$ cat config.mk
export PLATFORM = sky130hd
export DESIGN_NAME = inst_enc_loader_flat
export DESIGN_NICKNAME = d
export VERILOG_FILES = /design/src/rtl/inst_enc_loader_pkg.sv /design/src/rtl/inst_enc_loader_if.sv /design/src/rtl/inst_enc_loader_fifo.sv /design/src/rtl/inst_enc_loader.sv /design/src/flat_wrapper.sv
export SDC_FILE = /design/constraint.sdc
export NUM_CORES = 1
export LEC_CHECK = 0
export CORE_AREA = 2 2 123 137
export DETAILED_ROUTE_END_ITERATION = 8
export DIE_AREA = 0 0 125 139
export PLACE_DENSITY = 0.76
export SYNTH_ARGS = -nofsm -noshare
export SYNTH_HDL_FRONTEND = slang
export SYNTH_HIERARCHICAL = 1
export SYNTH_SLANG_ARGS = --single-unit
$ cat constraint.sdc
create_clock -name clk -period 3.7 [get_ports clk]
set_input_delay 0.925 -clock clk [delete_from_list [all_inputs] [get_ports clk]]
set_output_delay 0.925 -clock clk [all_outputs]
set_load 0.02 [all_outputs]
$ cat src/rtl/inst_enc_loader_pkg.sv
// RV32I encoding constants, format/state enums and the field-bundle struct
// shared by the instruction encoder/loader.
package rv_isa_pkg;

  localparam logic [6:0] OP_R     = 7'b0110011;
  localparam logic [6:0] OP_I     = 7'b0010011;
  localparam logic [6:0] OP_L     = 7'b0000011;
  localparam logic [6:0] OP_JALR  = 7'b1100111;
  localparam logic [6:0] OP_S     = 7'b0100011;
  localparam logic [6:0] OP_B     = 7'b1100011;
  localparam logic [6:0] OP_LUI   = 7'b0110111;
  localparam logic [6:0] OP_AUIPC = 7'b0010111;
  localparam logic [6:0] OP_JAL   = 7'b1101111;

  localparam logic [31:0] NOP_WORD = 32'h0000_0013;

  typedef enum logic [2:0] {
    FMT_R, FMT_I, FMT_ISH, FMT_S, FMT_B, FMT_U, FMT_J, FMT_BAD
  } enc_fmt_e;

  typedef enum logic [1:0] {ST_IDLE, ST_RUN, ST_DRAIN, ST_DONE} state_e;

  typedef struct packed {
    logic [6:0]  opcode;
    logic [2:0]  funct3;
    logic [6:0]  funct7;
    logic [4:0]  rd;
    logic [4:0]  rs1;
    logic [4:0]  rs2;
    logic [31:0] imm;
  } enc_req_t;

  // Shift-immediates share the OP-IMM opcode; funct3 tells them apart.
  function automatic enc_fmt_e fmt_of(input logic [6:0] op, input logic [2:0] f3);
    enc_fmt_e f;
    case (op)
      OP_R:             f = FMT_R;
      OP_I:             f = (f3 == 3'b001 || f3 == 3'b101) ? FMT_ISH : FMT_I;
      OP_L, OP_JALR:    f = FMT_I;
      OP_S:             f = FMT_S;
      OP_B:             f = FMT_B;
      OP_LUI, OP_AUIPC: f = FMT_U;
      OP_JAL:           f = FMT_J;
      default:          f = FMT_BAD;
    endcase
    return f;
  endfunction

endpackage

$ cat src/rtl/inst_enc_loader_if.sv
// Field-bundle input handshake and imem write port of the instruction loader.
interface inst_enc_loader_if #(parameter int ADDR_W = 10);
  logic              in_valid;
  logic              in_ready;
  logic [6:0]        in_opcode;
  logic [2:0]        in_funct3;
  logic [6:0]        in_funct7;
  logic [4:0]        in_rd;
  logic [4:0]        in_rs1;
  logic [4:0]        in_rs2;
  logic [31:0]       in_imm;
  logic              wr_valid;
  logic              wr_ready;
  logic [ADDR_W-1:0] wr_addr;
  logic [31:0]       wr_data;

  modport slave (
    input  in_valid, in_opcode, in_funct3, in_funct7, in_rd, in_rs1, in_rs2, in_imm,
    input  wr_ready,
    output in_ready, wr_valid, wr_addr, wr_data
  );

  modport master (
    output in_valid, in_opcode, in_funct3, in_funct7, in_rd, in_rs1, in_rs2, in_imm,
    output wr_ready,
    input  in_ready, wr_valid, wr_addr, wr_data
  );
endinterface

$ cat src/rtl/inst_enc_loader_fifo.sv
// Synchronous encoded-word FIFO; head word is presented combinationally on o_dout.
module enc_fifo #(
  parameter int DEPTH = 4,
  parameter int W     = 32,
  localparam int PW   = $clog2(DEPTH)
) (
  input  logic          clk,
  input  logic          rst,
  input  logic          i_push,
  input  logic          i_pop,
  input  logic [W-1:0]  i_din,
  output logic [W-1:0]  o_dout,
  output logic          o_full,
  output logic          o_empty,
  output logic [PW:0]   o_occ
);

  logic [W-1:0]  r_mem [DEPTH];
  logic [PW-1:0] r_wp, r_rp;
  logic [PW:0]   r_occ;
  logic          w_push, w_pop;

  assign o_full  = (r_occ == (PW+1)'(DEPTH));
  assign o_empty = (r_occ == '0);
  assign o_occ   = r_occ;
  assign o_dout  = r_mem[r_rp];
  assign w_push  = i_push && !o_full;
  assign w_pop   = i_pop && !o_empty;

  always_ff @(posedge clk)
    if (w_push) r_mem[r_wp] <= i_din;

  always_ff @(posedge clk) begin
    if (rst) begin
      r_wp  <= '0;
      r_rp  <= '0;
      r_occ <= '0;
    end else begin
      if (w_push) r_wp <= r_wp + 1'b1;
      if (w_pop)  r_rp <= r_rp + 1'b1;
      case ({w_push, w_pop})
        2'b10:   r_occ <= r_occ + 1'b1;
        2'b01:   r_occ <= r_occ - 1'b1;
        default: r_occ <= r_occ;
      endcase
    end
  end

endmodule

$ cat src/rtl/inst_enc_loader.sv
// RV32I instruction encoder/loader: encodes field bundles and streams them to imem.
// Optional immediate range checking is enabled by defining INST_ENC_RANGE_CHECK_EN.
module inst_enc_loader
  import rv_isa_pkg::*;
#(
  parameter int ADDR_W     = 10,
  parameter int FIFO_DEPTH = 4
) (
  input  logic               clk,
  input  logic               rst,
  input  logic               start,
  input  logic               finish,
  input  logic [ADDR_W-1:0]  base_addr,
  inst_enc_loader_if.slave   bus,
  output logic [ADDR_W-1:0]  count,
  output logic               busy,
  output logic               done,
  output logic               full,
  output logic               err_unknown,
  output logic               err_range
);

  localparam int OW = $clog2(FIFO_DEPTH) + 1;
  localparam logic [ADDR_W-1:0] CAP = ADDR_W'(1) << (ADDR_W-2);

  state_e            r_state;
  logic [ADDR_W-1:0] r_addr, r_count, r_slots;
  logic              r_full, r_err_unknown, r_err_range;

  enc_req_t          w_req;
  enc_fmt_e          w_fmt;
  logic [31:0]       w_word, w_dout;
  logic [ADDR_W-1:0] w_base;
  logic              w_accept, w_pop, w_range;
  logic              w_fifo_full, w_fifo_empty;
  logic [OW-1:0]     w_occ;

  function automatic logic [31:0] encode(input enc_req_t r, input enc_fmt_e f);
    logic [31:0] w;
    case (f)
      FMT_R:   w = {r.funct7, r.rs2, r.rs1, r.funct3, r.rd, r.opcode};
      FMT_I:   w = {r.imm[11:0], r.rs1, r.funct3, r.rd, r.opcode};
      FMT_ISH: w = {r.funct7, r.imm[4:0], r.rs1, r.funct3, r.rd, r.opcode};
      FMT_S:   w = {r.imm[11:5], r.rs2, r.rs1, r.funct3, r.imm[4:0], r.opcode};
      FMT_B:   w = {r.imm[12], r.imm[10:5], r.rs2, r.rs1, r.funct3, r.imm[4:1], r.imm[11], r.opcode};
      FMT_U:   w = {r.imm[31:12], r.rd, r.opcode};
      FMT_J:   w = {r.imm[20], r.imm[10:1], r.imm[11], r.imm[19:12], r.rd, r.opcode};
      default: w = NOP_WORD;
    endcase
    return w;
  endfunction

`ifdef INST_ENC_RANGE_CHECK_EN
  function automatic logic range_bad(input enc_req_t r, input enc_fmt_e f);
    logic signed [31:0] s;
    logic b;
    s = $signed(r.imm);
    case (f)
      FMT_I, FMT_S: b = (s < -2048) || (s > 2047);
      FMT_B:        b = (s < -4096) || (s > 4094) || r.imm[0];
      FMT_J:        b = (s < -1048576) || (s > 1048574) || r.imm[0];
      FMT_ISH:      b = (r.imm > 32'd31);
      FMT_U:        b = (r.imm[11:0] != 12'd0);
      default:      b = 1'b0;
    endcase
    return b;
  endfunction
  assign w_range = range_bad(w_req, w_fmt);
`else
  assign w_range = 1'b0;
`endif

  assign w_req = '{opcode: bus.in_opcode, funct3: bus.in_funct3, funct7: bus.in_funct7,
                   rd: bus.in_rd, rs1: bus.in_rs1, rs2: bus.in_rs2, imm: bus.in_imm};
  assign w_fmt  = fmt_of(bus.in_opcode, bus.in_funct3);
  assign w_word = encode(w_req, w_fmt);
  assign w_base = base_addr & ~ADDR_W'(3);

  // Slots counts words still placeable from the base up to the top of imem,
  // so the address can never wrap.
  assign bus.in_ready = (r_state == ST_RUN) && !w_fifo_full && (r_slots != '0);
  assign w_accept     = bus.in_valid && bus.in_ready;
  assign w_pop        = !w_fifo_empty && bus.wr_ready;
  assign bus.wr_valid = !w_fifo_empty;
  assign bus.wr_data  = w_fifo_empty ? 32'd0 : w_dout;
  assign bus.wr_addr  = r_addr;

  assign count       = r_count;
  assign busy        = (r_state == ST_RUN) || (r_state == ST_DRAIN);
  assign done        = (r_state == ST_DONE);
  assign full        = r_full;
  assign err_unknown = r_err_unknown;
  assign err_range   = r_err_range;

  enc_fifo #(.DEPTH(FIFO_DEPTH), .W(32)) u_fifo (
    .clk     (clk),
    .rst     (rst),
    .i_push  (w_accept),
    .i_pop   (w_pop),
    .i_din   (w_word),
    .o_dout  (w_dout),
    .o_full  (w_fifo_full),
    .o_empty (w_fifo_empty),
    .o_occ   (w_occ)
  );

  always_ff @(posedge clk) begin
    if (rst) begin
      r_state       <= ST_IDLE;
      r_addr        <= '0;
      r_count       <= '0;
      r_slots       <= '0;
      r_full        <= 1'b0;
      r_err_unknown <= 1'b0;
      r_err_range   <= 1'b0;
    end else begin
      case (r_state)
        ST_IDLE, ST_DONE:
          if (start) begin
            r_state       <= ST_RUN;
            r_addr        <= w_base;
            r_count       <= '0;
            r_slots       <= CAP - (w_base >> 2);
            r_full        <= 1'b0;
            r_err_unknown <= 1'b0;
            r_err_range   <= 1'b0;
          end
        ST_RUN:
          if (finish || r_slots == '0) r_state <= ST_DRAIN;
        ST_DRAIN:
          if (w_occ == '0 && !bus.wr_valid) r_state <= ST_DONE;
        default: r_state <= ST_IDLE;
      endcase
      // Accepts only happen in RUN and pops only with a non-empty FIFO,
      // so neither collides with the session-start initialisation above.
      if (w_accept) begin
        r_slots <= r_slots - 1'b1;
        if (r_slots == ADDR_W'(1)) r_full <= 1'b1;
        if (w_fmt == FMT_BAD) r_err_unknown <= 1'b1;
        if (w_range) r_err_range <= 1'b1;
      end
      if (w_pop) begin
        r_addr  <= r_addr + ADDR_W'(4);
        r_count <= r_count + 1'b1;
      end
    end
  end

endmodule
$ cat src/flat_wrapper.sv
// flat-port wrapper written by rule: the top's interface ports become plain ports
module inst_enc_loader_flat import rv_isa_pkg::*;
#(
  parameter int ADDR_W     = 10,
  parameter int FIFO_DEPTH = 4
)
  (clk, rst, start, finish, base_addr, count, busy, done, full, err_unknown, err_range, bus_in_valid, bus_in_opcode, bus_in_funct3, bus_in_funct7, bus_in_rd, bus_in_rs1, bus_in_rs2, bus_in_imm, bus_wr_ready, bus_in_ready, bus_wr_valid, bus_wr_addr, bus_wr_data);
  inst_enc_loader_if #(.ADDR_W(ADDR_W)) bus_i ();
  input  logic clk;
  input  logic rst;
  input  logic start;
  input  logic finish;
  input  logic [ADDR_W-1:0] base_addr;
  output logic [ADDR_W-1:0] count;
  output logic busy;
  output logic done;
  output logic full;
  output logic err_unknown;
  output logic err_range;
  input wire logic [$bits(bus_i.in_valid)-1:0] bus_in_valid;
  input wire logic [$bits(bus_i.in_opcode)-1:0] bus_in_opcode;
  input wire logic [$bits(bus_i.in_funct3)-1:0] bus_in_funct3;
  input wire logic [$bits(bus_i.in_funct7)-1:0] bus_in_funct7;
  input wire logic [$bits(bus_i.in_rd)-1:0] bus_in_rd;
  input wire logic [$bits(bus_i.in_rs1)-1:0] bus_in_rs1;
  input wire logic [$bits(bus_i.in_rs2)-1:0] bus_in_rs2;
  input wire logic [$bits(bus_i.in_imm)-1:0] bus_in_imm;
  input wire logic [$bits(bus_i.wr_ready)-1:0] bus_wr_ready;
  output wire logic [$bits(bus_i.in_ready)-1:0] bus_in_ready;
  output wire logic [$bits(bus_i.wr_valid)-1:0] bus_wr_valid;
  output wire logic [$bits(bus_i.wr_addr)-1:0] bus_wr_addr;
  output wire logic [$bits(bus_i.wr_data)-1:0] bus_wr_data;
  assign bus_i.in_valid = bus_in_valid;
  assign bus_i.in_opcode = bus_in_opcode;
  assign bus_i.in_funct3 = bus_in_funct3;
  assign bus_i.in_funct7 = bus_in_funct7;
  assign bus_i.in_rd = bus_in_rd;
  assign bus_i.in_rs1 = bus_in_rs1;
  assign bus_i.in_rs2 = bus_in_rs2;
  assign bus_i.in_imm = bus_in_imm;
  assign bus_i.wr_ready = bus_wr_ready;
  assign bus_in_ready = bus_i.in_ready;
  assign bus_wr_valid = bus_i.wr_valid;
  assign bus_wr_addr = bus_i.wr_addr;
  assign bus_wr_data = bus_i.wr_data;
  inst_enc_loader #(.ADDR_W(ADDR_W), .FIFO_DEPTH(FIFO_DEPTH)) u_core (.clk(clk), .rst(rst), .start(start), .finish(finish), .base_addr(base_addr), .bus(bus_i), .count(count), .busy(busy), .done(done), .full(full), .err_unknown(err_unknown), .err_range(err_range));
endmodule
# After elaboration in Yosys (flattened, before gate mapping)
# Memories as Yosys holds them, arrays and structs flattened. A register that Yosys moved wholly into a read port is not among the register bits.
# Cells that the tools add are included.
word_totals:
  register_bits: 41
  latch_bits: 0
  ram_bits: 128
  romBits: 0
  n_memories: 1
op_classes:
  addsub: 8
  multipliers: 0
  n_div: 0
  magnitude_cmp: 0
  eq_ne: 28
  shifts: 0
  n_mux: 30
  n_bitwise: 0
  reduce_logical: 27
memory_table:
  columns: ["memory", "depth", "width", "read_ports", "rd_ports_with_merged_regs", "write_ports", "line", "rtl"]
  rows:
  - ["u_core.u_fifo.r_mem", 4, 32, 1, 1, 1, "inst_enc_loader_fifo.sv:18", "logic [W-1:0] r_mem [DEPTH];"]
ops:
  columns: ["op", "n"]
  rows:
  - ["32-bit case mux with 7 select lines", 1]
  - ["10-bit two-way mux", 9]
  - ["32-bit two-way mux", 1]
  - ["7-bit by 6-bit == test with 1-bit output, second input constant", 3]
  - ["7-bit == test, second input constant", 3]
  - ["3-bit case mux with 7 select lines", 1]
  - ["3-bit == test, second input constant", 6]
  - ["7-bit by 5-bit == test with 1-bit output, second input constant", 2]
  - ["2-bit two-way mux", 6]
  - ["10-bit by 1-bit adder with 10-bit output, second input constant", 1]
  - ["10-bit by 3-bit adder with 10-bit output, second input constant", 1]
  - ["10-bit by 1-bit == test with 1-bit output, second input constant", 1]
  - ["10-bit zero test", 1]
  - ["1-bit two-way mux", 10]
  - ["10-bit nonzero test", 1]
  - ["2-bit nonzero test", 5]
  - ["10-bit by 1-bit subtractor with 10-bit output, second input constant", 1]
  - ["9-bit by 8-bit subtractor with 10-bit output, first input constant", 1]
  - ["7-bit by 2-bit == test with 1-bit output, second input constant", 1]
  - ["2-bit == test, second input constant", 3]
  - ["3-bit by 1-bit == test with 1-bit output, second input constant", 2]
  - ["3-bit by 2-bit == test with 1-bit output, second input constant", 2]
  - ["1-bit logical AND", 6]
  - ["3-bit zero test", 2]
  - ["other kinds (14)", 23]

# Longest topological paths before layout
# Gate-level depths: netlist of run 1.
depth:
  word_depth: 8
  mapped_depth: 15

# By module
# The synthesis of run 1 kept the hierarchy.
modules_own_cells:
  columns: ["mod", "instances", "cells_each", "area_per_inst_um2", "seq_area_each_um2"]
  rows:
  - ["enc_fifo", 1, 221, 5143.7, 4023.9]
  - ["inst_enc_loader", 1, 378, 2753.9, 640.6]

# Worst setup path after synthesis of run 1
# Ideal clock, no wire load.
synth_timing:
  kind: "input port to flip-flop"
  from: "input bus_in_valid"
  to: "memory u_core.u_fifo.r_mem[0][0], enable pin"
  setup_time_ns: 0.392
  t_arrival_ns: 2.639
  required_ns: 3.308
  slack_ns: 0.669
  path_stages: 7
  path_buffers: 1
  cell_sequence: "and3b_1 > o31ai_4 > inv_2 > buf_6 > inv_1 > nor2_1 > and2_1"
synth_via:
  elab_chain_len: 4
synth_lines:
  columns: ["item", "line", "rtl"]
  rows:
  - ["start: declaration", "flat_wrapper.sv:20", "input wire logic [$bits(bus_i.in_valid)-1:0] bus_in_valid;"]
  - ["1-bit logical AND", "inst_enc_loader.sv:82", "assign w_accept = bus.in_valid && bus.in_ready;"]
  - ["net u_core.w_accept", "inst_enc_loader.sv:34", "logic w_accept, w_pop, w_range;"]
  - ["1-bit logical AND", "inst_enc_loader_fifo.sv:27", "assign w_push = i_push && !o_full;"]
  - ["1-bit two-way mux", "inst_enc_loader_fifo.sv:31", "if (w_push) r_mem[r_wp] <= i_din;"]
  - ["1-bit two-way mux (not written as such)", "inst_enc_loader_fifo.sv:31", null]
  - ["end: declaration", "inst_enc_loader_fifo.sv:18", null]
# The timed path passes the listed nets, and every way through them passes these cells.

# Worst setup path after layout of run 1
layout_timing:
  from: "register u_core.r_slots[0]"
  to: "output bus_in_ready"
layout_via:
  elab_chain_len: 2
layout_lines:
  columns: ["item", "line", "rtl"]
  rows:
  - ["start: declaration", "inst_enc_loader.sv:27", "logic [ADDR_W-1:0] r_addr, r_count, r_slots;"]
  - ["start signal: assignment", "inst_enc_loader.sv:123", "r_slots <= CAP - (w_base >> 2);"]
  - ["start signal: assignment", "inst_enc_loader.sv:137", "r_slots <= r_slots - 1'b1;"]
  - ["10-bit nonzero test", "inst_enc_loader.sv:81", "assign bus.in_ready = (r_state == ST_RUN) && !w_fifo_full && (r_slots != '0);"]
  - ["1-bit logical AND", "inst_enc_loader.sv:81", null]
  - ["end: declaration", "flat_wrapper.sv:29", "output wire logic [$bits(bus_i.in_ready)-1:0] bus_in_ready;"]
# Every way passes these cells.

==> qor.yml, run 1 <==
run_status: "complete, no violations"
final_max_slew_viol_count: 0
ios: 139
antenna_found_initial: 0
die_area_mm2: 0.0174
drc: 0
setup_tns_ps: 0
drt_iter0_markers: 545
tritoncts: "done"
pre_cts_slack_ps: 405
drt.antenna.violating_nets: 0
antennaDiodeCount: 0
clock.fmax_mhz: 299
ys_types: 63
synth_top_area_share: 0.487
postCtsSetupBuffers: 0
path_class: "reg -> out"
end_kind: "output port"
powerDensity_mw_per_mm2: 587
row_count: 49
cp_max_fo: 6
grt_max_degree: 42
die_x_um: 125
ir_drop_uv: 395
syn_area_per_cell_um2: 13.2
gp_congestion: 0.876
worstHoldPathType: "reg -> reg"
post-route-util: 0.634
dieHeight_um: 139
cts-root-buf: "clkbuf_16"
drt-total-wl_mm: 18.8
slew_headroom: 0.550
clk_latency_ps: 420
synth-edff-count: 128
io_buffers: 133
multi_input_area_mm2: 0.00297
vias_per_cell: 5.85
required_ps: 2770
synthTopCellsByCount: "edfxtp_1 (128), dfxtp_1 (41), nor2_1 (40)"
cts_buffers: 17
num_vias: 5654
htreeDepth: 4
dp_hpwl_mm: 12.7
crit_arrival_ps: 2420
cts.path.max_buffers: 2
finalCriticalPeriod_ps: 3340
nets: 846
hold_viol_final: 0
fin_crit_sh: 0.903
fin_ws_ps: 360
synth-seq-cells: 169
fin_skew_ps: 10.7
yosysSeqAreaShare: 0.591
cts-hold-fix-buffers: 0
setup_viol: 0
cap_viol_max_count: 0
finalPower_mw: 5.98
core_region_area_mm2: 0.0161
netlist_instances: 599
drive_gt1_frac: 0.136
async_reset_ff_frac: 0
power.leakage_nw: 3.48
grtUsageTotal: 0.217
initial_utilization: 0.492
seq_area_mm2: 0.00467
grt_pass1_wl_mm: 29.7
wl_per_cell_um: 19.4
grt_pass1_vias: 5737
synth_area_leader_cell: "edfxtp_1"
yosysWarnings: 6
fillers: 1197
drtPass1Iterations: 5
startpoint_type: "register"
synth.cell_area_mm2: 0.00790
area_growth_pct: 28.9
cts_resized: 0
yosys_most_used_dff: "edfxtp_1"
synth.most_common_cell: "edfxtp_1"
tightest_slew_ps: 673
clock-sinks: 169
grt-ovfl-total: 0
path_clk_slew_ps: 70
rsz0062_at_grt: "false"
synth.top_cells.by_area: "edfxtp_1 (49%), dfxtp_1 (10%), mux4_2 (8.6%), nor2b_1 (2.6%), ha_1 (2.2%)"
## per-stage QoR
stage	hold slack [ps]	instances	cell area, um2
floorplan	459	608	7930
global placement	449	936	9550
detailed placement	448	936	9550
CTS	459	967	10200
global route	484	967	10200
finish	459	967	10200
## critical path, stage by stage, from the launching register on
cell and delay (ps):
dfxtp_1 420, inv_1 110, ha_1 240, inv_1 120
nor3_1 80, nor3b_1 330, clkdlybuf4s50_1 690
## report_power, final
group          switching (mW)  total (mW)  internal, mW  leakage [nW]
Clock                   0.742        1.89          1.14         0.304
Combinational           0.958        1.71         0.755          1.71
Sequential              0.151        2.38          2.23          1.47
Total                    1.85        5.98          4.13          3.48
## sequential cells by signal (all words and copies together) (netlist names), 2 cells and up, named ones only
name	flops
u_core/u_fifo/r_wp	2
u_core/r_state	2
u_core/count	10
u_core/u_fifo/o_occ	3
u_core/bus.wr_addr	8
u_core/u_fifo/r_mem	128
u_core/r_slots	10
u_core/u_fifo/r_rp	2
## layout by cell type, fill, tap and decap left out, types with 7 or more instances in the layout
| cell | n |
|---|---|
| conb_1 | 11 |
| edfxtp_1 | 128 |
| buf_4 | 13 |
| o21ai_0 | 24 |
| nor2b_1 | 33 |
| a22o_1 | 18 |
| a222oi_1 | 7 |
| and3_1 | 7 |
| nor2_1 | 40 |
| a21o_1 | 7 |
| nor3_1 | 13 |
| nor4_1 | 7 |
| clkdlybuf4s50_1 | 133 |
| ha_1 | 14 |
| clkbuf_16 | 17 |
| a211oi_1 | 8 |
| dfxtp_1 | 39 |
| or3_1 | 7 |
| xor2_1 | 8 |
| nand3_1 | 14 |
| mux4_2 | 30 |
| nand2_1 | 37 |
| a21oi_1 | 24 |
| inv_1 | 27 |
## logic make-up (layout without fill, tap and decap cells)
group / after synthesis / in the layout / share of synthesized area
simple gates: 193 / 193 / 0.130
flops: 169 / 169 / 0.591
compound gates: 116 / 116 / 0.104
buf+inv: 57 / 212 / 0.0394
mux: 36 / 36 / 0.0982
fa+ha+maj: 15 / 15 / 0.0247
xor+xnor: 11 / 11 / 0.0122
other cells: 2 / 11 / 0.000951
## path summary, 6_finish.rpt
kind,to,slack [ps],cells past startpoint,startpoint
setup / recovery,bus_in_ready,360,6,u_core/r_slots[0]$_SDFFE_PP0P_
hold / removal,u_core/full$_SDFF_PP0_,460,2,u_core/full$_SDFF_PP0_
setup reg to reg,u_core/u_fifo/o_occ[2]$_SDFFE_PP0P_,590,12,u_core/r_slots[4]$_SDFFE_PP0P_
hold reg to reg,u_core/full$_SDFF_PP0_,460,2,u_core/full$_SDFF_PP0_
## cell type report
class,instances,share of cell area
timing repair buffer,152,0.152
clock inverter,14,0.0204
clock buffer,17,0.0418
tap,204,0.0251
sequential,169,0.458
inverter,29,0.0107
multi-input combinational,382,0.291
## layer usage
layer,track usage,routed length [um],vias to the layer above
li1,-,-,2580
met1,0.270,7550,2774
met2,0.371,9460,275
met3,0.0640,1510,25
met4,0.0626,242,0
met5,0,0,-
No activity file was read; power rests on OpenSTA's default activity.
==> run 2, diff against run 1 <==
- DONT_BUFFER_PORTS: not set -> 1
- HOLD_SLACK_MARGIN: not set -> 0.03
- PLACE_DENSITY: 0.76 -> not set
==> qor.yml, run 2 (synthesized netlist as in run 1, its figures left out) <==
run_status: "complete, no violations"
multi_input_area_mm2: 0.00297  # unchanged
drt.antenna.violating_nets: 0  # unchanged
io_buffers: 0  # -100%
dieHeight_um: 139  # unchanged
wl_per_cell_um: 21.3  # +9.9%
antenna_found_initial: 0  # unchanged
end_kind: "register"
path_clk_slew_ps: 60  # about the same
final_common_cell: "edfxtp_1"
rsz0062_at_grt: "false"
area_growth_pct: 10.7
drc: 0  # unchanged
regMostFlops: "u_core/u_fifo/r_mem"
grtUsageTotal: 0.205  # -0.0127
reg2reg_to: "u_core/u_fifo/o_occ[2]$_SDFFE_PP0P_"
cts_buffers: 17  # unchanged
finalCriticalPeriod_ps: 3110  # -234 ps
setup_viol: 0  # unchanged
vias_per_cell: 6.10  # +4.3%
core_region_area_mm2: 0.0161  # unchanged
gp_congestion: 0.841  # -3.9%
min_path_cells: 2  # unchanged
reg2reg_slack_ps: 590  # about the same
drt_iter0_markers: 450  # -17%
ios: 139  # unchanged
fillers: 1389  # +16%
powerDensity_mw_per_mm2: 620  # +5.6%
crit_arrival_ps: 3460  # +1040 ps
place_inst: 799  # -15%
whs_ps: 494  # +34.8 ps
layout.cells.non_filler: 830  # -14%
drive_gt1_frac: 0.155  # +0.0186
worstHoldPathType: "reg -> reg"
r2r_start: "u_core/r_slots[4]$_SDFFE_PP0P_"
startpoint_type: "register"
nets: 709  # -16%
grt-ovfl-total: 0  # unchanged
antennaDiodeCount: 0  # unchanged
power.leakage_nw: 2.93  # -16%
num_vias: 5060  # -11%
final_max_slew_viol_count: 0  # unchanged
largest_reg_flops: 128  # unchanged
drtPass1Iterations: 6  # +1
setup_tns_ps: 0  # unchanged
dp_hpwl_mm: 12.3  # -3.1%
clock-sinks: 169  # unchanged
cts-hold-fix-buffers: 0  # unchanged
r2r_cells: 12  # unchanged
cts_resized: 0  # unchanged
tightest_slew_ps: 735  # +62.2 ps
post-route-util: 0.544  # -0.0893
hold_viol_final: 0  # unchanged
required_ps: 4060  # +1290 ps
fin_skew_ps: 7.92  # -2.82 ps
path_class: "reg -> reg"
grt_max_degree: 42  # unchanged
grt_pass1_wl_mm: 27.4  # -7.6%
initial_utilization: 0.492  # unchanged
cp_max_fo: 11  # +5
htreeDepth: 4  # unchanged
holdCritStartpoint: "u_core/u_fifo/r_rp[1]$_SDFFE_PP0P_"
clock.fmax_mhz: 322  # +7.5%
seq_area_mm2: 0.00467  # unchanged
ir_drop_uv: 401  # +1.5%
critPathLaunch: "u_core/r_slots[4]$_SDFFE_PP0P_"
slew_headroom: 0.508  # -0.0423
grt_pass1_vias: 5078  # -11%
clk_latency_ps: 420  # about the same
final_cell_mix: "edfxtp_1 (128), nor2_1 (40), dfxtp_1 (39), nand2_1 (37), nor2b_1 (33)"
cap_viol_max_count: 0  # unchanged
row_count: 49  # unchanged
tritoncts: "done"
drt-total-wl_mm: 17.7  # -5.6%
fin_crit_sh: 0.840  # -0.0632
die_x_um: 125  # unchanged
cts.path.max_buffers: 2  # unchanged
die_area_mm2: 0.0174  # unchanged
cts-root-buf: "clkbuf_16"
postCtsSetupBuffers: 0  # unchanged
run 2: changes by cell type in the layout (fill, tap and decap cells not counted), sizes merged:
| cell | before | now |
|---|---|---|
| buf | 19 | 15 |
| bufinv | 4 | 2 |
| clkdlybuf4s50 | 133 | 0 |
| clkinv | 2 | 7 |
| inv | 35 | 32 |
run 2: report_power, final:
group / total, mW / internal, mW / switching [mW]
logic: 1.29 / 0.458 / 0.828
clock network: 1.72 / 0.994 / 0.726
registers: 2.42 / 2.23 / 0.192
run 2: critical path: stages, from the launching register on:
cell and delay (ps):
dfxtp_1 390, or4_4 580, o31ai_4 500, inv_2 60, inv_1 90, nor2_1 100
inv_1 90, ha_1 170, inv_1 60, fa_1 380, xor2_1 160, or3_1 300
a21oi_1 140
run 2: layout make-up:
class,count,area share
tap,204,0.0292
multi-input combinational,382,0.339
clock inverter,14,0.0167
clock buffer,17,0.0486
timing repair buffer,15,0.0200
sequential,169,0.534
inverter,29,0.0124
run 2: stage by stage:
stage	power [mW]	cell area [um2]	setup WS, ps
after floorplan	3.44	7930	669
after global placement	3.71	8170	697
after detailed placement	3.74	8170	625
after CTS	5.46	8740	547
after global routing	5.67	8740	326
final	5.42	8740	594
run 2: layer usage:
layer	part of all wire	wire length (um)	global-route usage
met5	0	0	0
met3	0.070	1230	0.0629
met2	0.51	9060	0.352
met1	0.40	7050	0.242
met4	0.020	352	0.0772
run 2: worst max-delay path by stage:
| stage | endpoint | slack (ps) | cells past startpoint |
|---|---|---|---|
| after floorplan | u_core/u_fifo/r_mem[0][0]$_DFFE_PP_ | 670 | 7 |
| after global placement | u_core/u_fifo/o_occ[2]$_SDFFE_PP0P_ | 700 | 12 |
| after detailed placement | u_core/u_fifo/o_occ[2]$_SDFFE_PP0P_ | 620 | 12 |
| after CTS | bus_wr_data[6] | 550 | 3 |
| after global routing | u_core/u_fifo/o_occ[2]$_SDFFE_PP0P_ | 330 | 12 |
| final | u_core/u_fifo/o_occ[2]$_SDFFE_PP0P_ | 590 | 12 |
